<file path="src/rtl/pipe_stage_reg.sv">
// pipe_stage_reg: one-entry-deep valid/ready pipeline stage with optional skid.
// The main register always drives the outputs; when the skid is built in, a
// second register catches the entry that arrives on the cycle the downstream
// stalls, so in_ready can come straight from a flop.
//
// Build option:
//   PIPE_STAGE_SKID_EN  defined   -> skid register + FULL state, registered in_ready
//                       undefined -> single register, in_ready = !out_valid || out_ready
//
// Ports:
//   clock      rising-edge clock
//   reset_n    asynchronous active-low reset
//   flush      synchronous discard of all held entries (beats accept/drain)
//   in_valid   upstream entry present
//   in_ready   stage can accept an entry this cycle
//   in_data    upstream data payload  [DATA_W]
//   in_ctrl    upstream control payload [CTRL_W]
//   out_valid  downstream entry present
//   out_ready  downstream accepts this cycle
//   out_data   downstream data payload (zero when out_valid is low)
//   out_ctrl   downstream control payload (NOP/zero when out_valid is low)
//   occupancy  entries held, 0..2
module pipe_stage_reg #(
    parameter int unsigned DATA_W = 128,
    parameter int unsigned CTRL_W = 16
) (
    input  logic              clock,
    input  logic              reset_n,
    input  logic              flush,
    input  logic              in_valid,
    output logic              in_ready,
    input  logic [DATA_W-1:0] in_data,
    input  logic [CTRL_W-1:0] in_ctrl,
    output logic              out_valid,
    input  logic              out_ready,
    output logic [DATA_W-1:0] out_data,
    output logic [CTRL_W-1:0] out_ctrl,
    output logic [1:0]        occupancy
);

    // State encoding equals the number of entries held.
    typedef enum logic [1:0] {
        S_EMPTY = 2'd0,
        S_BUSY  = 2'd1
`ifdef PIPE_STAGE_SKID_EN
        ,
        S_FULL  = 2'd2
`endif
    } state_e;

    state_e            state_q, state_d;
    logic [DATA_W-1:0] main_data_q, main_data_d;
    logic [CTRL_W-1:0] main_ctrl_q, main_ctrl_d;
`ifdef PIPE_STAGE_SKID_EN
    logic [DATA_W-1:0] skid_data_q, skid_data_d;
    logic [CTRL_W-1:0] skid_ctrl_q, skid_ctrl_d;
    logic              in_ready_q, in_ready_d;
`else
    // Holds in_ready low while in reset and until the first edge after release.
    logic              rdy_q;
`endif

    logic accept;
    logic drain;

    assign accept = in_valid && in_ready;
    assign drain  = out_valid && out_ready;

    // State and datapath registers.
    always_ff @(posedge clock or negedge reset_n) begin
        if (!reset_n) begin
            state_q     <= S_EMPTY;
            main_data_q <= '0;
            main_ctrl_q <= '0;
`ifdef PIPE_STAGE_SKID_EN
            skid_data_q <= '0;
            skid_ctrl_q <= '0;
            in_ready_q  <= 1'b0;
`else
            rdy_q       <= 1'b0;
`endif
        end else begin
            state_q     <= state_d;
            main_data_q <= main_data_d;
            main_ctrl_q <= main_ctrl_d;
`ifdef PIPE_STAGE_SKID_EN
            skid_data_q <= skid_data_d;
            skid_ctrl_q <= skid_ctrl_d;
            in_ready_q  <= in_ready_d;
`else
            rdy_q       <= 1'b1;
`endif
        end
    end

    // Next-state and register-load logic; registers are zeroed whenever they
    // are vacated so a stale payload never leaks onto the outputs.
    always_comb begin
        state_d     = state_q;
        main_data_d = main_data_q;
        main_ctrl_d = main_ctrl_q;
`ifdef PIPE_STAGE_SKID_EN
        skid_data_d = skid_data_q;
        skid_ctrl_d = skid_ctrl_q;
`endif
        if (flush) begin
            state_d     = S_EMPTY;
            main_data_d = '0;
            main_ctrl_d = '0;
`ifdef PIPE_STAGE_SKID_EN
            skid_data_d = '0;
            skid_ctrl_d = '0;
`endif
        end else begin
            case (state_q)
                S_EMPTY: begin
                    if (accept) begin
                        main_data_d = in_data;
                        main_ctrl_d = in_ctrl;
                        state_d     = S_BUSY;
                    end
                end
                S_BUSY: begin
                    if (accept && drain) begin
                        main_data_d = in_data;
                        main_ctrl_d = in_ctrl;
`ifdef PIPE_STAGE_SKID_EN
                    end else if (accept) begin
                        // Downstream stalled: park the new entry behind main.
                        skid_data_d = in_data;
                        skid_ctrl_d = in_ctrl;
                        state_d     = S_FULL;
`endif
                    end else if (drain) begin
                        main_data_d = '0;
                        main_ctrl_d = '0;
                        state_d     = S_EMPTY;
                    end
                end
`ifdef PIPE_STAGE_SKID_EN
                S_FULL: begin
                    if (drain) begin
                        main_data_d = skid_data_q;
                        main_ctrl_d = skid_ctrl_q;
                        skid_data_d = '0;
                        skid_ctrl_d = '0;
                        state_d     = S_BUSY;
                    end
                end
`endif
                default: begin
                    state_d     = S_EMPTY;
                    main_data_d = '0;
                    main_ctrl_d = '0;
                end
            endcase
        end
`ifdef PIPE_STAGE_SKID_EN
        in_ready_d = (state_d != S_FULL);
`endif
    end

    // Outputs decoded from registered state; payload gated to a NOP bubble.
    always_comb begin
        out_valid = (state_q != S_EMPTY);
        out_data  = out_valid ? main_data_q : '0;
        out_ctrl  = out_valid ? main_ctrl_q : '0;
        occupancy = 2'(state_q);
`ifdef PIPE_STAGE_SKID_EN
        in_ready  = in_ready_q;
`else
        in_ready  = rdy_q && (!out_valid || out_ready);
`endif
    end

endmodule

</file>
<file path="config.mk">
export PLATFORM = sky130hd
export DESIGN_NAME = pipe_stage_reg
export DESIGN_NICKNAME = d
export VERILOG_FILES = /design/src/rtl/pipe_stage_reg.sv
export SDC_FILE = /design/constraint.sdc
export NUM_CORES = 1
export LEC_CHECK = 0
export ABC_AREA = 1
export ABC_CLOCK_PERIOD_IN_PS = 1600
export BUFFER_PORTS_ARGS = -buffer_cell sky130_fd_sc_hd__buf_4
export CELL_PAD_IN_SITES_DETAIL_PLACEMENT = 1
export CELL_PAD_IN_SITES_GLOBAL_PLACEMENT = 1
export CORE_MARGIN = 8
export CORE_UTILIZATION = 33
export DETAILED_ROUTE_END_ITERATION = 8
export GPL_TIMING_DRIVEN = 0
export PLACE_DENSITY_LB_ADDON = 0.2
export SLEW_MARGIN = 10
export SYNTH_ARGS = -nofsm -noshare
export SYNTH_HDL_FRONTEND = slang
export SYNTH_SLANG_ARGS = --single-unit
</file>
<file path="constraint.sdc">
create_clock -name clock -period 1.6 [get_ports clock]
set_input_delay 0.16 -clock clock [delete_from_list [all_inputs] [get_ports clock]]
set_output_delay 0.16 -clock clock [all_outputs]
set_load 0.1 [all_outputs]
</file>
# --- Yosys cells after proc, flatten, opt, wreduce, memory -nomap -nowiden ---
# Index checks and enable logic that the tools add are counted.
totals:
  regBits: 147
  input_bits: 149
  output_inout_bits: 148
  wordCells: 36
classes:
  eq_ne: 5
  n_mux: 17
  reduce_logical: 10
ops:
  columns: ["operator", "n"]
  rows:
  - ["two-way mux 128 bit", 5]
  - ["case mux 128 bit (2 select lines)", 1]
  - ["two-way mux 16 bit", 5]
  - ["case mux 16 bit (2 select lines)", 1]
  - ["!= test 3 bit, second input constant", 3]
  - ["two-way mux 2 bit", 4]
  - ["logical AND 1 bit", 4]
  - ["!= test 4 bit, second input constant", 1]
  - ["case mux 2 bit (2 select lines)", 1]
  - ["AND reduction 3 bit", 1]
  - ["equality test 2 x 1 -> 1 bit, second input constant", 1]
  - ["logical NOT 2 bit", 1]
  - ["AND reduction 2 bit", 1]
  - ["nonzero test 2 bit", 1]
  - ["logical NOT 1 bit", 1]
  - ["logical OR 1 bit", 1]

# --- Logic depth before layout (Yosys ltp) ---
depth:
  ltp_word: 9
  depth_mapped: 9

# --- Worst setup path before layout ---
# No wires, ideal clock.
synth_path:
  kind: "register -> output"
  start: "reg state_q[0], in the netlist occupancy[0]"
  end: "out in_ready"
  arrival_ns: 3.294
  t_required_ns: 1.440
  slack_ns: -1.854
  path_stages_with_launch: 3
  n_path_buf: 1
  path_cell_list: "dfrtp_1 clkbuf_1 a21boi_0"
synth_via:
  elab_chain_len: 4
synth_lines:
  columns: ["element", "line", "rtl"]
  rows:
  - ["start, declared", "51", "state_e state_q, state_d;"]
  - ["start signal, assigned", "83", "state_q <= state_d;"]
  - ["nonzero test 2 bit", "165", "out_valid = (state_q != S_EMPTY);"]
  - ["logical NOT 1 bit", "172", "in_ready = rdy_q && (!out_valid || out_ready);"]
  - ["logical OR 1 bit", "172", null]
  - ["logical AND 1 bit", "172", null]
  - ["end, declared", "31", "output logic in_ready,"]
# No other way between the ends.

# --- Worst setup path in the final report ---
layout_path:
  start: "reg state_q[0], in the netlist occupancy[0]"
  end: "out out_data[77]"
layout_via:
  elab_chain_len: 2
layout_lines:
  columns: ["element", "line", "rtl"]
  rows:
  - ["nonzero test 2 bit", "165", null]
  - ["two-way mux 128 bit", "166", "out_data = out_valid ? main_data_q : '0;"]
  - ["end, declared", "36", "output logic [DATA_W-1:0] out_data,"]
# No other way between the ends.

==> impl_metrics.csv <==
group,metric,value,unit
status,status,"complete, but fails checks",
status,failed_checks,"negative setup slack",
drt,routedWlPerCell,22.11,µm
clock_tree,numCtsBuffers,17,
sta,min_period_over_period,116.9,%
critical_path,critPathLaunchType,"flip-flop",
die,core_area,20300,µm²
global_route,antenna_found_initial,6,
global_route,overflow,0,
global_route,grt_pass1_vias,9584,
clock_tree,cts.sinks,146,
place,routabilityCongestion,0.7343,
clock_tree,cts_tree,"built",
die,die_w,160.2,µm
power,ir_drop,782.1,µV
sta,hold_ws,68.28,ps
cells_and_area,drive_gt1_share,47.52,%
power,p_per_area,773.1,nW/µm²
yosys,yosysSeqAreaShare,53.26,%
drt,ant_nets,0,
yosys,syn_nets,1122,
place,dp_hpwl,18.56,mm
global_route,grt_pass1_wl,55.08,mm
critical_path,worst_r2r_startpoint,"occupancy[0]",
clock_tree,cts_max_path_buffers,2,
sta,relSlewSlack,64.02,%
yosys,ys_ff_latch,146,
sta,max_slew.worst_pin.slew,539.7,ps
yosys,postSynthCellCount,973,
die,io_pins,297,
cells_and_area,nNetsFinal,1571,
drt,vias_per_cell,4.748,
sta,hold_viol,0,
global_route,grt_usage,27.76,%
power,p_leak,0.006743,µW
critical_path,cp_max_fo,10,
yosys,syn_area_per_cell,7.051,µm²
critical_path,crit_type,"flip-flop to output port",
place,port_buffers,295,
critical_path,reg2reg_slack,-40,ps
critical_path,r2r-end,"main_data_q[117]",
yosys,ys_types,16,
drt,drt-pass1-iter-count,4,
yosys,yosys_warnings,0,
hold_path,whs_path_depth,5,
drt,route.detailed.drc,0,
clock_tree,cts-root-buf,"clkbuf_16",
sta,fin_crit,1871,ps
die,num_rows,52,
cells_and_area,stdcell_count,1708,
drt,routed_wl,37.76,mm
cells_and_area,final_util,68.76,%
sta,fin_ws,-270.7,ps
critical_path,arrival,1710,ps
sta,fmax,534.6,MHz
die,die_area,25660,µm²
sta,setup_viol,147,
critical_path,reg2reg_depth,8,
global_route,grt_max_degree,94,
sta,maxSlewViolCount,0,
run,drv_cap,0,
drt,drt_iter0_drc,369,
clock_tree,path_clk_slew,60,ps
die,start_util,33.80,%
yosys,syn_area,6860,µm²
hold_path,hold_start,"in_data[47]",
hold_path,holdPathEnd,"main_data_q[47]",
critical_path,worstPathRequired,1440,ps
sta,finalClockSkew,11.04,ps
clock_tree,cts.htree.levels,4,
drt,vias,8109,
die,fp.dieH,160.2,µm
place,placed_cells,1539,
sta,grt_setup_unrepaired,"true",
cells_and_area,area_growth,103.5,%
clock_tree,clk_latency,420,ps
power,p_total,10790,µW
hold_path,hold_path.class,"input pin to flip-flop",
critical_path,worstSetupEndpointType,"output port",
cell usage after synthesis:
| cell | count | area [µm²] |
|---|---|---|
| nor2_1 | 22 | 82.58 |
| nand3_2 | 1 | 10.01 |
| buf_2 | 24 | 120.1 |
| nand3_1 | 20 | 100.1 |
| nand2_1 | 559 | 2098 |
| inv_1 | 165 | 619.3 |
| dfrtp_1 | 146 | 3654 |
| buf_4 | 5 | 37.54 |
| inv_2 | 2 | 7.510 |
| conb_1 | 2 | 7.510 |
| a21oi_1 | 1 | 5.000 |
| nor2_4 | 1 | 11.26 |
| nand4_1 | 1 | 6.260 |
| buf_6 | 1 | 11.26 |
| a21boi_0 | 1 | 7.510 |
| clkbuf_1 | 22 | 82.58 |
final cells by class:
cell class                 count  area [µm²]
fill                        2242        6341
timing repair buffer         431        4639
sequential                   146        3657
multi-input combinational    608        2791
inverter                     167        1170
buffer                        51       701.9
clock buffer                  20       466.7
tap                          270       337.8
clock inverter                10       181.4
antenna                        5       12.51
metrics by stage:
| stage | area, µm² | setup TNS (ps) | worst slack, ps |
|---|---|---|---|
| floorplan | 7571 | -26270 | -301.1 |
| global placement | 10120 | -104260 | -733.3 |
| detailed placement | 10160 | -40320 | -465.0 |
| CTS | 13600 | -32990 | -256.4 |
| global route | 13960 | -38530 | -312.3 |
| finish | 13960 | -31270 | -270.7 |
worst max-delay path, cell delays in order (launching register included):
cell,delay [ps]
dfrtp_4,510
clkbuf_16,200
clkbuf_16,180
nand2_1,120
clkinvlp_4,100
buf_6,180
layer usage:
metal / vias to the layer above / track usage, % / share of wire, %
met3: 137 / 6.915 / 5.2
met5: - / 0 / 0.034
met4: 2 / 19.75 / 7.1
met2: 323 / 51.14 / 54
met1: 3986 / 26.58 / 34
li1: 3661 / - / -
repair_timing:
action | 4_1_cts | 5_1_grt
gates cloned | 0 | 0
setup endpoints to repair | 207 | 286
pin swaps | 1 | 1
hold buffers | 125 | 0
buffers inserted | 4 | 6
gates resized for setup | 433 | 110
endpoints found under the hold margin | 177 | 0
where the power goes:
part,total [µW],switching (µW),internal (µW)
registers,4060,175,3890
logic,2230,1290,941
clock network,4500,1630,2870
registers in the layout, indices dropped and copies added (netlist names):
signal	flops
occupancy	1
main_ctrl_q	16
main_data_q	128
rdy_q	1
cell usage in the layout, fill, tap and decap left out, types with 2 or more instances in the layout:
cell           instances
nand2_2              128
buf_12                29
clkinvlp_4           145
inv_1                 21
dlygate4sd3_1        125
dfrtp_1              145
clkbuf_2               3
diode_2                5
conb_1                 2
buf_4                159
nand2_4               17
nor2_1                22
bufinv_16              5
buf_8                 88
buf_6                 64
nand2_1              414
clkbuf_1               2
clkinv_2               3
nand3_1               20
clkbuf_8               6
clkbuf_16             24
worst max path at each step:
| stage | to | cells after the start | startpoint | slack [ps] |
|---|---|---|---|---|
| 2_1_floorplan | in_ready | 2 | occupancy[0] | -300 |
| 6_report | out_data[77] | 5 | occupancy[0] | -270 |
| 3_5_place_dp | out_ctrl[6] | 5 | occupancy[0] | -470 |
| 4_1_cts | out_data[27] | 5 | occupancy[0] | -260 |
| 3_3_place_gp | occupancy[0] | 1 | reset_n | -730 |
| 5_1_grt | out_data[78] | 5 | occupancy[0] | -310 |
kinds of logic (layout without fill, tap and decap cells):
family,Yosys count,in the layout,share of synthesized area (%)
compound gates,2,2,0.1824
buf+inv,219,679,12.80
flops,146,146,53.26
other cells,2,7,0.1095
simple gates,604,604,33.65
No activity file was read; power rests on OpenSTA's default activity.
